==> config.mk <==
export PLATFORM = sky130hd
export DESIGN_NAME = md_lohi_unit
export DESIGN_NICKNAME = d
export VERILOG_FILES = /design/src/rtl/md_lohi_unit.sv
export SDC_FILE = /design/constraint.sdc
export NUM_CORES = 1
export LEC_CHECK = 0
export ABC_AREA = 1
export CORE_ASPECT_RATIO = 0.9
export CORE_MARGIN = 3
export CORE_UTILIZATION = 53
export DETAILED_ROUTE_END_ITERATION = 16
export GPL_ROUTABILITY_DRIVEN = 0
export MAX_ROUTING_LAYER = met4
export PLACE_DENSITY = 0.85
export SLEW_MARGIN = 20
export SYNTH_ARGS = -nofsm -noshare
export SYNTH_HDL_FRONTEND = slang
export SYNTH_SLANG_ARGS = --single-unit
==> constraint.sdc <==
create_clock -name clk -period 2.3 [get_ports clk]
set_input_delay 0.345 -clock clk [delete_from_list [all_inputs] [get_ports clk]]
set_output_delay 0.345 -clock clk [all_outputs]
set_load 0.02 [all_outputs]
==> src/rtl/md_lohi_unit.sv <==
// md_lohi_unit: iterative multiply/divide engine with architectural Hi/Lo registers.
// Define MD_FAST_MULT_EN to replace the iterative multiply with a single-cycle multiplier.
module md_lohi_unit #(
  parameter int WIDTH = 32
) (
  input  logic             clk,
  input  logic             rst_n,
  input  logic             start,
  input  logic             md_is_mult,
  input  logic             md_is_unsigned,
  input  logic [WIDTH-1:0] op_a,
  input  logic [WIDTH-1:0] op_b,
  input  logic             lhr_ren,
  input  logic             lhr_is_hi,
  output logic [WIDTH-1:0] rdata,
  output logic             busy,
  output logic             done
);
  localparam int CW = $clog2(WIDTH);
  typedef enum logic [1:0] {IDLE, CALC, FIX} state_t;
  state_t state_q, state_d;
  logic [CW-1:0] cnt_q, cnt_d;
  logic mult_q, mult_d, neg_q, neg_d, negr_q, negr_d, done_q, done_d;
  logic [WIDTH-1:0] opnd_q, opnd_d, hacc_q, hacc_d, lacc_q, lacc_d, hi_q, hi_d, lo_q, lo_d;
  logic sa, sb, dz, ge;
  logic [WIDTH-1:0] abs_a, abs_b;
  logic [WIDTH:0] madd, dsh, dsub;
`ifdef MD_FAST_MULT_EN
  logic [2*WIDTH-1:0] prod;
  assign prod = {{WIDTH{sa}}, op_a} * {{WIDTH{sb}}, op_b};
`endif
  assign sa    = ~md_is_unsigned & op_a[WIDTH-1];
  assign sb    = ~md_is_unsigned & op_b[WIDTH-1];
  assign abs_a = sa ? -op_a : op_a;
  assign abs_b = sb ? -op_b : op_b;
  assign dz    = ~md_is_mult & (op_b == '0);
  // opnd_q holds the multiplicand or the divisor; lacc_q starts as multiplier or dividend
  assign madd  = {1'b0, hacc_q} + (lacc_q[0] ? {1'b0, opnd_q} : '0);
  assign dsh   = {hacc_q, lacc_q[WIDTH-1]};
  assign dsub  = dsh - {1'b0, opnd_q};
  assign ge    = ~dsub[WIDTH];
  assign rdata = lhr_ren ? (lhr_is_hi ? hi_q : lo_q) : '0;
  assign busy  = state_q != IDLE;
  assign done  = done_q;
  always_comb begin
    state_d = state_q;
    cnt_d   = cnt_q;
    mult_d  = mult_q;
    neg_d   = neg_q;
    negr_d  = negr_q;
    opnd_d  = opnd_q;
    hacc_d  = hacc_q;
    lacc_d  = lacc_q;
    hi_d    = hi_q;
    lo_d    = lo_q;
    done_d  = 1'b0;
    case (state_q)
      IDLE: if (start) begin
        state_d = CALC;
        cnt_d   = '0;
        mult_d  = md_is_mult;
        neg_d   = sa ^ sb;
        negr_d  = sa;
        opnd_d  = md_is_mult ? abs_a : abs_b;
        hacc_d  = '0;
        lacc_d  = md_is_mult ? abs_b : abs_a;
        if (dz) begin
          state_d = FIX;
          hacc_d  = op_a;
          lacc_d  = '1;
          neg_d   = 1'b0;
          negr_d  = 1'b0;
        end
`ifdef MD_FAST_MULT_EN
        if (md_is_mult) begin
          state_d          = FIX;
          {hacc_d, lacc_d} = prod;
          neg_d            = 1'b0;
        end
`else
`endif
      end
      CALC: begin
        cnt_d = cnt_q + 1'b1;
        if (mult_q) {hacc_d, lacc_d} = {madd, lacc_q[WIDTH-1:1]};
        else begin
          hacc_d = ge ? dsub[WIDTH-1:0] : dsh[WIDTH-1:0];
          lacc_d = {lacc_q[WIDTH-2:0], ge};
        end
        if (cnt_q == CW'(WIDTH-1)) state_d = FIX;
      end
      FIX: begin
        state_d = IDLE;
        done_d  = 1'b1;
        if (mult_q) {hi_d, lo_d} = neg_q ? -{hacc_q, lacc_q} : {hacc_q, lacc_q};
        else begin
          lo_d = neg_q ? -lacc_q : lacc_q;
          hi_d = negr_q ? -hacc_q : hacc_q;
        end
      end
      default: state_d = IDLE;
    endcase
  end
  always_ff @(posedge clk or negedge rst_n) begin
    if (!rst_n) begin
      state_q <= IDLE;
      cnt_q   <= '0;
      mult_q  <= 1'b0;
      neg_q   <= 1'b0;
      negr_q  <= 1'b0;
      opnd_q  <= '0;
      hacc_q  <= '0;
      lacc_q  <= '0;
      hi_q    <= '0;
      lo_q    <= '0;
      done_q  <= 1'b0;
    end else begin
      state_q <= state_d;
      cnt_q   <= cnt_d;
      mult_q  <= mult_d;
      neg_q   <= neg_d;
      negr_q  <= negr_d;
      opnd_q  <= opnd_d;
      hacc_q  <= hacc_d;
      lacc_q  <= lacc_d;
      hi_q    <= hi_d;
      lo_q    <= lo_d;
      done_q  <= done_d;
    end
  end
endmodule

==> results.cfg, run 1 <==
[clock_network]
cts_made_buffers = 17
clockRootBuffer = clkbuf_16
clock_sinks = 171
htree_num_levels = 4
cts_max_path_buffers = 2

[sta]
grt-worst-endpoint = hacc_q[30]$_DFFE_PN0P_/D
endpoint_type = register input

[floorplanning]
start_util = 0.541
die_x_um = 200
rows = 63
ios = 105
die_h_um = 181

[placed_design]
port_buffers = 104
dp_hpwl_um = 63300

[synthesis]
yosysSeqAreaShare = 0.238
syn_area_um2 = 17900
ys_warn_count = 0
syn_area_per_cell_um2 = 5.82
synth_edf_count = 0
ys.flop_type = dfrtp_1
syn-num-nets = 3227
syn_inst = 3084
async_flop_share = 1.00
synth_seq_cells = 171
synthDistinctLibCells = 51

[global_routing]
grt_use_total = 0.788
grt_max_degree = 69
overflow = 141

[run_status]
outcome = stopped before the end
haltStage = global routing (5_1_grt)
firstError = [ERROR GRT-0232] Routing congestion too high. Check the congestion heatmap in the GUI.
-- kinds of logic after synthesis --
logic type	synth area share
AO/OA/AOI/OAI	0.144
XOR/XNOR	0.0498
adder cells (fa/ha/maj)	0.0510
buffers and inverters	0.116
flip-flops	0.238
AND/OR/NAND/NOR	0.401
-- stage by stage --
stage / utilization / hold WS (ns) / area, µm² / worst slack, ns / std cells
after floorplan: - / 0.0494 / 18000 / 0.000285 / 3084
after global placement: 0.700 / 0.380 / 23200 / -0.665 / 4049
after detailed placement: 0.700 / 0.378 / 23200 / -0.722 / 4049
after CTS: 0.746 / 0.480 / 24800 / -0.256 / 4110
-- cell usage after synthesis, types with 8 or more instances --
library cell	number	share of area
buf_1	15	0.0031
nor2_1	295	0.062
nand3_1	270	0.075
nand2_2	13	0.0045
nand4_1	37	0.013
a22oi_1	11	0.0046
o31ai_1	9	0.0038
o22ai_1	12	0.0042
a31oi_1	9	0.0031
ha_1	70	0.049
xor2_1	88	0.043
nor3_1	32	0.0089
clkbuf_1	81	0.017
o21ai_0	218	0.061
nand2_1	1037	0.22
dfrtp_1	171	0.24
a21oi_1	149	0.042
xnor2_1	14	0.0068
nand3b_1	8	0.0033
o211ai_1	29	0.012
inv_1	423	0.088
-- repair_timing --
item | in CTS
hold endpoints to repair | 51
gates resized for setup | 186
gates cloned | 1
pin swaps | 31
setup endpoints to repair | 107
hold buffers | 1
setup buffers | 27
-- routing by layer --
metal / overflow / global-route usage
met5: - / -
met3: 2 / 0.703
met4: 57 / 0.747
met2: 79 / 0.883
met1: 3 / 0.778
==> run 2, diff against run 1 <==
--- a/config.mk
+++ b/config.mk
@@ -6,13 +6,11 @@
 export NUM_CORES = 1
 export LEC_CHECK = 0
 export ABC_AREA = 1
-export CORE_ASPECT_RATIO = 0.9
 export CORE_MARGIN = 3
-export CORE_UTILIZATION = 53
+export CORE_UTILIZATION = 38
 export DETAILED_ROUTE_END_ITERATION = 16
 export GPL_ROUTABILITY_DRIVEN = 0
-export MAX_ROUTING_LAYER = met4
-export PLACE_DENSITY = 0.85
+export PLACE_DENSITY_LB_ADDON = 0.15
 export SLEW_MARGIN = 20
 export SYNTH_ARGS = -nofsm -noshare
 export SYNTH_HDL_FRONTEND = slang
==> constraint.sdc (replaced) <==
create_clock -name clk -period 2.99 [get_ports clk]
set_input_delay 0.4485 -clock clk [delete_from_list [all_inputs] [get_ports clk]]
set_output_delay 0.4485 -clock clk [all_outputs]
set_load 0.02 [all_outputs]
==> run 2 against run 1 <==
Compared with the run above:
- the run now ends clean
- synthesized cell count unchanged
- area after synthesis unchanged
==> results.cfg, run 2 <==
[finish]
nets = 3387
area_growth_pct = 17.6
drive_above_1_share = 0.0728
finish.utilization = 0.459
final_cell_mix = 1037 x nand2_1, 423 x inv_1, 288 x nor2_1, 270 x nand3_1, 218 x o21ai_0
final_common_cell = nand2_1
fillers = 4923
instances_no_fill = 3858

[critical_path]
crit_required_ns = 3.37
crit_path_max_incr_delay_ns = 0.49
cp_slowest_cell = dfrtp_1
critPathCaptureType = flip-flop
cp_data_arrival_time_ns = 3.26
r2r_start = opnd_q[27]$_DFFE_PN0P_
crit_fanout = 9
startpoint_type = flip-flop
rr_worst_depth = 17
path_cells = inv_1 -> ha_1 -> a21oi_1 -> nand2_1 -> nand2_1 -> nand2_1 -> a21oi_2 -> nand2_1 -> nand2_2 -> nand2_4 -> buf_4 -> nand2_1 -> nand2_1 -> nand2_1 -> nand3_1 -> nand2_1 -> nand2_1
rrSetupSlack_ns = 0.10
criticalPathCategory = reg2reg
cpMostUsedCell = nand2_1
timing.rr.end = hacc_q[26]$_DFFE_PN0P_

[clock_network]
htree_num_levels = 4
clockRootBuffer = clkbuf_16
cts_tree = yes
cts_max_path_buffers = 2
cts_made_buffers = 17
clk_latency_ns = 0.50
path_clk_slew_ns = 0.07
clock_sinks = 171

[sta]
hold_viol_final = 0
maxSlewHeadroom = 0.340
finalCritPeriodShare = 0.965
setup_viol = 0
period_minus_slack_ns = 2.89
setup_tns_ns = 0
final-max-slew-violation-count = 0
tightest_slew_ns = 0.980
hold_ws_ns = 0.483
max_freq_mhz = 346
finClkSkew_ns = 0.0199

[route]
drt_iter0_markers = 2649
vias_per_cell = 5.53
wl_um = 79100
drt.antenna.violating_nets = 0
dr.pass1.iters = 7
drc = 0
vias = 21340
wl_per_cell_um = 20.5

[pwr]
peakVddDrop_v = 0.000759
p_leak_nw = 11.0
power_density_nw_per_um2 = 1180

[synthesis]
async_flop_share = 1.00
yosysMostFrequentCell = nand2_1
yosysSeqAreaShare = 0.238
synth_top_area_frac = 0.238
synth_seq_cells = 171
synthDistinctLibCells = 51
ys.flop_type = dfrtp_1
synth_edf_count = 0
synth_area_leaders = dfrtp_1 24%, nand2_1 22%, inv_1 8.8%
ys_warn_count = 0
synth_common_cells = 1037 x nand2_1, 423 x inv_1, 295 x nor2_1, 270 x nand3_1, 218 x o21ai_0
yosysTopAreaCell = dfrtp_1
syn_area_um2 = 17900
syn_area_per_cell_um2 = 5.82
syn_inst = 3084
syn-num-nets = 3227

[global_routing]
antenna_found_initial = 2
grt_pass1_vias = 19861
overflow = 0
grt_use_total = 0.311
grt_max_degree = 90
grt_pass1_wl_um = 118000

[floorplanning]
ios = 105
die_x_um = 223
die_h_um = 223
core-area_um2 = 46000
rows = 78
start_util = 0.390
die_area_um2 = 49900

[placed_design]
port_buffers = 104
dp_hpwl_um = 64000
dpl.cell_count = 3823

[worst_hold_path]
hold_path.class = reg2reg
hold-path-cell-count = 2
hold_start = lo_q[30]$_DFFE_PN0P_
min_to = lo_q[30]$_DFFE_PN0P_

[run_status]
outcome = finished, final reports clean

[flow_run]
maxCapViolations = 0
-- run 2: cell counts after synthesis --
No cell type changed its count.
-- run 2: cell families (layout without fill, tap and decap cells) --
logic type / count (synthesis) / after routing / share of synthesized area
XOR/XNOR: 102 / 102 / 0.0498
AO/OA/AOI/OAI: 469 / 469 / 0.144
AND/OR/NAND/NOR: 1730 / 1730 / 0.401
buffers and inverters: 540 / 713 / 0.116
adder cells (fa/ha/maj): 72 / 72 / 0.0510
flip-flops: 171 / 171 / 0.238
other: 0 / 1 / 0
-- run 2: power breakdown --
| group | total [mW] | internal (mW) | switching (mW) |
|---|---|---|---|
| Clock | 2.27 | 1.11 | 1.16 |
| Sequential | 4.53 | 3.41 | 1.13 |
| Combinational | 18.1 | 5.89 | 12.2 |
-- run 2: critical path, delay by kind of cell, from the launching register on --
kind	cells	cell delay, ns
compound gates	2	0.46
fa+ha+maj	1	0.39
buf+inv	2	0.35
flops	1	0.49
simple gates	12	1.06
-- run 2: worst max-delay path by stage --
stage                                start                      to  slack, ns  cells after the start
CTS                 opnd_q[27]$_DFFE_PN0P_  hacc_q[26]$_DFFE_PN0P_       0.11                     17
global route        opnd_q[27]$_DFFE_PN0P_  hacc_q[26]$_DFFE_PN0P_     -0.001                     17
finish              opnd_q[27]$_DFFE_PN0P_  hacc_q[26]$_DFFE_PN0P_       0.10                     17
detailed placement                 op_b[0]  hacc_q[29]$_DFFE_PN0P_      -0.16                     13
floorplan            lacc_q[0]$_DFFE_PN0P_  hacc_q[19]$_DFFE_PN0P_       0.44                     19
global placement                   op_b[0]  hacc_q[29]$_DFFE_PN0P_      -0.18                     13
-- run 2: per-layer routing --
metal / GRT usage / vias up / share of wire
met1: 0.426 / 9770 / 0.42
met5: 0 / - / 0.00016
met2: 0.445 / 1179 / 0.40
li1: - / 10191 / -
met3: 0.0836 / 198 / 0.11
met4: 0.162 / 2 / 0.060
-- run 2: layout make-up --
cell class	instances	area (µm²)	area share
Clock buffer	17	425	0.0202
Sequential cell	171	4280	0.203
Antenna cell	1	2.50	0.000119
Timing Repair Buffer	251	2250	0.107
Multi-Input combinational cell	2373	11600	0.551
Inverter	430	1610	0.0765
Tap cell	600	751	0.0356
Clock inverter	15	156	0.00741
-- run 2: metrics by stage --
step / setup slack, ns / power, mW / cell area, µm²
after floorplan: 0.442 / 15.5 / 17900
after CTS: 0.115 / 24.2 / 21100
after global routing: -0.00106 / 26.8 / 21100
after global placement: -0.179 / 21.7 / 20500
final: 0.103 / 24.9 / 21100
after detailed placement: -0.164 / 21.8 / 20500
-- run 2: timing repair --
action                                 CTS  global route
hold buffers                             1             0
resized for setup                        0             7
buffers inserted                         0             1
endpoints found under the hold margin   45             0
setup endpoints to repair                0            29
No activity file was read; power rests on OpenSTA's default activity.
